$ cat src/rtl/de_scoreboard_pkg.sv
// Shared sizing for the decode-stage register scoreboard.
package de_scoreboard_pkg;

    localparam int unsigned SB_REGWORDS  = 32;
    localparam int unsigned SB_REGNOBITS = 5;
    localparam int unsigned SB_CNTBITS   = 2;

    // Saturation limit of a pending-write counter of the given width.
    function automatic int unsigned sb_max(input int unsigned bits);
        return (32'd1 << bits) - 32'd1;
    endfunction

    localparam int unsigned SB_MAX = sb_max(SB_CNTBITS);

endpackage

$ cat src/rtl/de_scoreboard_sb_counter.sv
// Per-register pending-write counter: saturating up/down, reports retire-at-zero.
module sb_counter #(
    parameter int unsigned W = 2
) (
    input  logic         clk,
    input  logic         reset,
    input  logic         inc,
    input  logic         dec,
    output logic [W-1:0] cnt,
    output logic         underflow_c
);

    localparam logic [W-1:0] CNT_MAX = '1;

    logic [W-1:0] cnt_q;
    logic [W-1:0] cnt_d;

    // Simultaneous inc and dec cancel; neither direction wraps.
    always_comb begin
        cnt_d       = cnt_q;
        underflow_c = dec && (cnt_q == '0);
        if (inc && !dec) begin
            if (cnt_q != CNT_MAX) cnt_d = cnt_q + W'(1);
        end else if (dec && !inc) begin
            if (cnt_q != '0) cnt_d = cnt_q - W'(1);
        end
    end

    always_ff @(posedge clk) begin
        if (reset) cnt_q <= '0;
        else       cnt_q <= cnt_d;
    end

    assign cnt = cnt_q;

endmodule

$ cat src/rtl/de_scoreboard.sv
// Decode-stage register scoreboard: RAW/WAW stall, issue, pending-write tracking.
module de_scoreboard
    import de_scoreboard_pkg::*;
#(
    parameter int unsigned REGWORDS  = SB_REGWORDS,
    parameter int unsigned REGNOBITS = SB_REGNOBITS,
    parameter int unsigned CNTBITS   = SB_CNTBITS
) (
    input  logic                 clk,
    input  logic                 reset,
    input  logic                 valid_DE,
    input  logic [REGNOBITS-1:0] rs1_DE,
    input  logic [REGNOBITS-1:0] rs2_DE,
    input  logic                 use_rs1_DE,
    input  logic                 use_rs2_DE,
    input  logic                 wr_DE,
    input  logic [REGNOBITS-1:0] rd_DE,
    input  logic                 flush_DE,
    input  logic                 wr_reg_WB,
    input  logic [REGNOBITS-1:0] wregno_WB,
    output logic                 stall_DE,
    output logic                 issue_DE,
    output logic [REGWORDS-1:0]  busy_vec,
    output logic                 err_underflow,
    output logic [31:0]          stall_cycles
);

    localparam int unsigned CNT_MAX = sb_max(CNTBITS);

    logic [REGWORDS-1:0][CNTBITS-1:0] pend;
    logic [REGWORDS-1:0]              ret_hit_c;
    logic [REGWORDS-1:0]              eff_c;
    logic [REGWORDS-1:1]              inc_c;
    logic [REGWORDS-1:1]              uflow_c;
    logic                             raw_hazard_c;
    logic                             waw_full_c;

    logic        err_underflow_q;
    logic        err_underflow_d;
    logic [31:0] stall_cycles_q;
    logic [31:0] stall_cycles_d;

    // A retiring last write is visible to the reader this cycle (negedge regfile write).
    always_comb begin
        ret_hit_c = '0;
        eff_c     = '0;
        busy_vec  = '0;
        for (int i = 1; i < REGWORDS; i++) begin
            ret_hit_c[i] = wr_reg_WB && (wregno_WB == REGNOBITS'(i));
            eff_c[i]     = (pend[i] != '0) &&
                           !((pend[i] == CNTBITS'(1)) && ret_hit_c[i]);
            busy_vec[i]  = (pend[i] != '0);
        end
    end

    always_comb begin
        raw_hazard_c = (use_rs1_DE && (rs1_DE != '0) && eff_c[rs1_DE]) ||
                       (use_rs2_DE && (rs2_DE != '0) && eff_c[rs2_DE]);
        waw_full_c   = wr_DE && (rd_DE != '0) &&
                       (pend[rd_DE] == CNTBITS'(CNT_MAX)) && !ret_hit_c[rd_DE];
        stall_DE     = valid_DE && !flush_DE && (raw_hazard_c || waw_full_c);
        issue_DE     = valid_DE && !flush_DE && !stall_DE;
        inc_c        = '0;
        for (int i = 1; i < REGWORDS; i++) begin
            inc_c[i] = issue_DE && wr_DE && (rd_DE == REGNOBITS'(i));
        end
    end

    assign pend[0] = '0;

    for (genvar i = 1; i < REGWORDS; i++) begin : g_cnt
        sb_counter #(
            .W(CNTBITS)
        ) u_cnt (
            .clk         (clk),
            .reset       (reset),
            .inc         (inc_c[i]),
            .dec         (ret_hit_c[i]),
            .cnt         (pend[i]),
            .underflow_c (uflow_c[i])
        );
    end

    always_comb begin
        err_underflow_d = err_underflow_q || (|uflow_c);
        stall_cycles_d  = stall_cycles_q + 32'(stall_DE);
    end

    always_ff @(posedge clk) begin
        if (reset) begin
            err_underflow_q <= 1'b0;
            stall_cycles_q  <= '0;
        end else begin
            err_underflow_q <= err_underflow_d;
            stall_cycles_q  <= stall_cycles_d;
        end
    end

    assign err_underflow = err_underflow_q;
    assign stall_cycles  = stall_cycles_q;

endmodule

$ cat config.mk
export PLATFORM = sky130hd
export DESIGN_NAME = de_scoreboard
export DESIGN_NICKNAME = d
export VERILOG_FILES = /design/src/rtl/de_scoreboard_pkg.sv /design/src/rtl/de_scoreboard_sb_counter.sv /design/src/rtl/de_scoreboard.sv
export SDC_FILE = /design/constraint.sdc
export NUM_CORES = 1
export LEC_CHECK = 0
export ABC_AREA = 1
export CORE_MARGIN = 2
export CORE_UTILIZATION = 40
export CTS_CLUSTER_DIAMETER = 40
export DETAILED_ROUTE_END_ITERATION = 7
export PLACE_DENSITY_LB_ADDON = 0.08
export SYNTH_ARGS = -nofsm -noshare
export SYNTH_HDL_FRONTEND = slang
export SYNTH_SLANG_ARGS = --single-unit
$ cat constraint.sdc
create_clock -name clk -period 5.4 [get_ports clk]
set_input_delay 1.08 -clock clk [delete_from_list [all_inputs] [get_ports clk]]
set_output_delay 1.08 -clock clk [all_outputs]
set_load 0.01 [all_outputs]
==> results.cfg <==
[drt]
avgViaCountPerCell = 5.25
routedWlPerCell_um = 16.9
drc = 0
drt_iter0_drc = 1000
antenna_left = 0
drtPass1Iterations = 6
vias = 10974
wirelength_um = 35300

[flow_run]
cap_violations = 0

[clock_tree]
clk_pin_slew_worst_paths_ns = 0.09
htreeDepth = 3
cts_hold_buf = 0
clock_sinks = 95
clk_latency_ns = 0.37
cts_tree = built
cts-root-buf = clkbuf_16
cts_buffer_depth = 2
cts_buffers = 9

[placed_design]
dp_hpwl_um = 28000
dp_slack_ns = -0.557
routabilityCongestion = 1.04
dpl_cell_area_mm2 = 0.0114
placed_cells = 2065
place.port_buffers = 93

[timing]
max_slew_margin = 0.542
drv_slew = 0
final-hold-violation-count = 0
fin_crit_ns = 5.12
setup-violations-final = 0
fmax_ghz = 0.195
setup_ws_ns = 0.279
fin_hold_ws_ns = 0.464
fin_crit_sh = 0.948
worst_pin_slew_ns = 0.680
finClkSkew_ns = 0.0200

[power]
power_leakage_nw = 5.80
p_per_area_mw_per_mm2 = 141
peakVddDrop_uv = 186

[yosys]
yosysSeqAreaShare = 0.206
synth-async-reset-ratio = 0
synth.net_count = 1712
ys_types = 40
ys_ff_latch = 95
synth_area_mm2 = 0.00922
synth_edf_count = 0
yosys_warnings = 0
yosys_most_used_dff = dfxtp_1
syn_avg_cell_area_um2 = 5.80
netlist_instances = 1589

[worst_setup_path]
cp.arrival_ns = 4.04
critPathKind = primary input to primary output
worst_setup_path_end_kind = primary output
required_ns = 4.32
start_kind = primary input
cp_max_fo = 12

[global_route]
grt.total_usage = 0.288
grt_max_degree = 34
grt_pass1_wl_um = 54500
grt_pass1_vias = 10197
antenna_found_initial = 1
grt-ovfl-total = 0

[floorplanning]
io_pins = 95
die-area_mm2 = 0.0243
die_h_um = 156
fp.dieW_um = 156
std_cell_rows = 55
start_util = 0.407
core_area_mm2 = 0.0226

[finish]
final_cells = 2089
final_cell_mix = 395 x nand2_1, 256 x inv_1, 211 x nand3_1
nNetsFinal = 1921
final_cell_area_mm2 = 0.0120
area_delta_synth_final_pct = 30.0
final_common_cell = nand2_1
drive_gt1_frac = 0.119
final_util = 0.529
n_fill_cell = 2355

[status]
status = finished, final reports clean

[hold_path]
hold_path.class = register to register
==> synthesized netlist by cell type, drive strengths merged, types with 2 or more instances <==
cell type / count / area [um^2]
nand2: 409 / 1540
inv: 265 / 995
nand3: 215 / 1080
nor2: 214 / 831
dfxtp: 95 / 1900
ha: 95 / 1190
nand4: 71 / 444
a21oi: 56 / 280
o22ai: 42 / 263
o21ai: 29 / 145
buf: 25 / 141
nor3: 22 / 110
clkbuf: 17 / 63.8
a211oi: 3 / 22.5
a21boi: 3 / 22.5
a22oi: 3 / 22.5
clkinv: 3 / 11.3
nor4: 3 / 18.8
o21a: 3 / 22.5
a31oi: 2 / 12.5
o221ai: 2 / 17.5
xor2: 2 / 17.5
==> critical path, cell delays in order <==
cell             delay (ns)
clkdlybuf4s50_1        0.51
inv_2                  0.07
nor2_4                 0.31
inv_1                  0.12
buf_4                  0.15
nor3_1                 0.34
nand2_1                0.09
a21boi_0               0.19
nor2_1                 0.07
nand3_1                0.11
nand2_1                0.08
nand2_1                0.13
nand4_1                0.16
inv_1                  0.09
clkdlybuf4s50_1        0.56
==> where the power goes <==
group          total, mW  internal [mW]  switching, mW
clock              0.708          0.337          0.371
sequential         0.705          0.703        0.00227
combinational      0.282          0.105          0.177
==> worst paths after layout <==
path / cells past startpoint / to / slack [ns] / start
hold / removal: 1 / stall_cycles[31] / 0.46 / stall_cycles[31]
setup / recovery: 15 / issue_DE / 0.28 / wr_reg_WB
setup reg to reg: 31 / stall_cycles[30] / 0.90 / g_cnt[16].u_cnt.cnt[0]
hold reg to reg: 1 / stall_cycles[31] / 0.46 / stall_cycles[31]
==> registers in the layout, indices dropped and copies added (netlist names) <==
signal,cells
err_underflow,1
g_cnt.u_cnt.cnt,62
stall_cycles,32
==> routing by layer <==
layer	share of wire	routed length, um	vias to the layer above	global-route usage
li1	-	-	5557	-
met1	0.45	15800	4915	0.388
met2	0.44	15500	416	0.455
met3	0.079	2780	86	0.0581
met4	0.035	1240	0	0.108
met5	0	0	-	0
==> cell type report <==
class | instances | area (um^2) | area share
Antenna cell | 1 | 2.50 | 0.000209
Inverter | 268 | 1010 | 0.0844
Sequential cell | 95 | 1900 | 0.159
Multi-Input combinational cell | 1185 | 6280 | 0.524
Clock buffer | 9 | 225 | 0.0188
Timing Repair Buffer | 239 | 2120 | 0.177
Clock inverter | 7 | 86.3 | 0.00721
Tap cell | 285 | 357 | 0.0298
==> through the flow <==
| stage | power (mW) | TNS [ns] |
|---|---|---|
| 3_5_place_dp | 0.987 | -5.40 |
| 3_3_place_gp | 0.988 | -5.92 |
| 6_report | 1.70 | 0 |
| 4_1_cts | 1.70 | 0 |
| 2_1_floorplan | 0.844 | 0 |
| 5_1_grt | 1.76 | -0.124 |
==> what timing repair did <==
item | CTS | global route
pin swaps | 0 | 11
cloned | 0 | 1
endpoints found under the setup margin | 9 | 17
gates resized for setup | 6 | 51
setup buffers | 0 | 6
==> cell families after synthesis <==
kind of cell / count (synthesis) / synth area share
flip-flops: 95 / 0.206
AND/OR/NAND/NOR: 936 / 0.437
other: 1 / 0.000407
XOR/XNOR: 3 / 0.00285
buffers and inverters: 310 / 0.131
adder cells (fa/ha/maj): 95 / 0.129
AO/OA/AOI/OAI: 149 / 0.0931
Power figures use the tool's default switching activity.
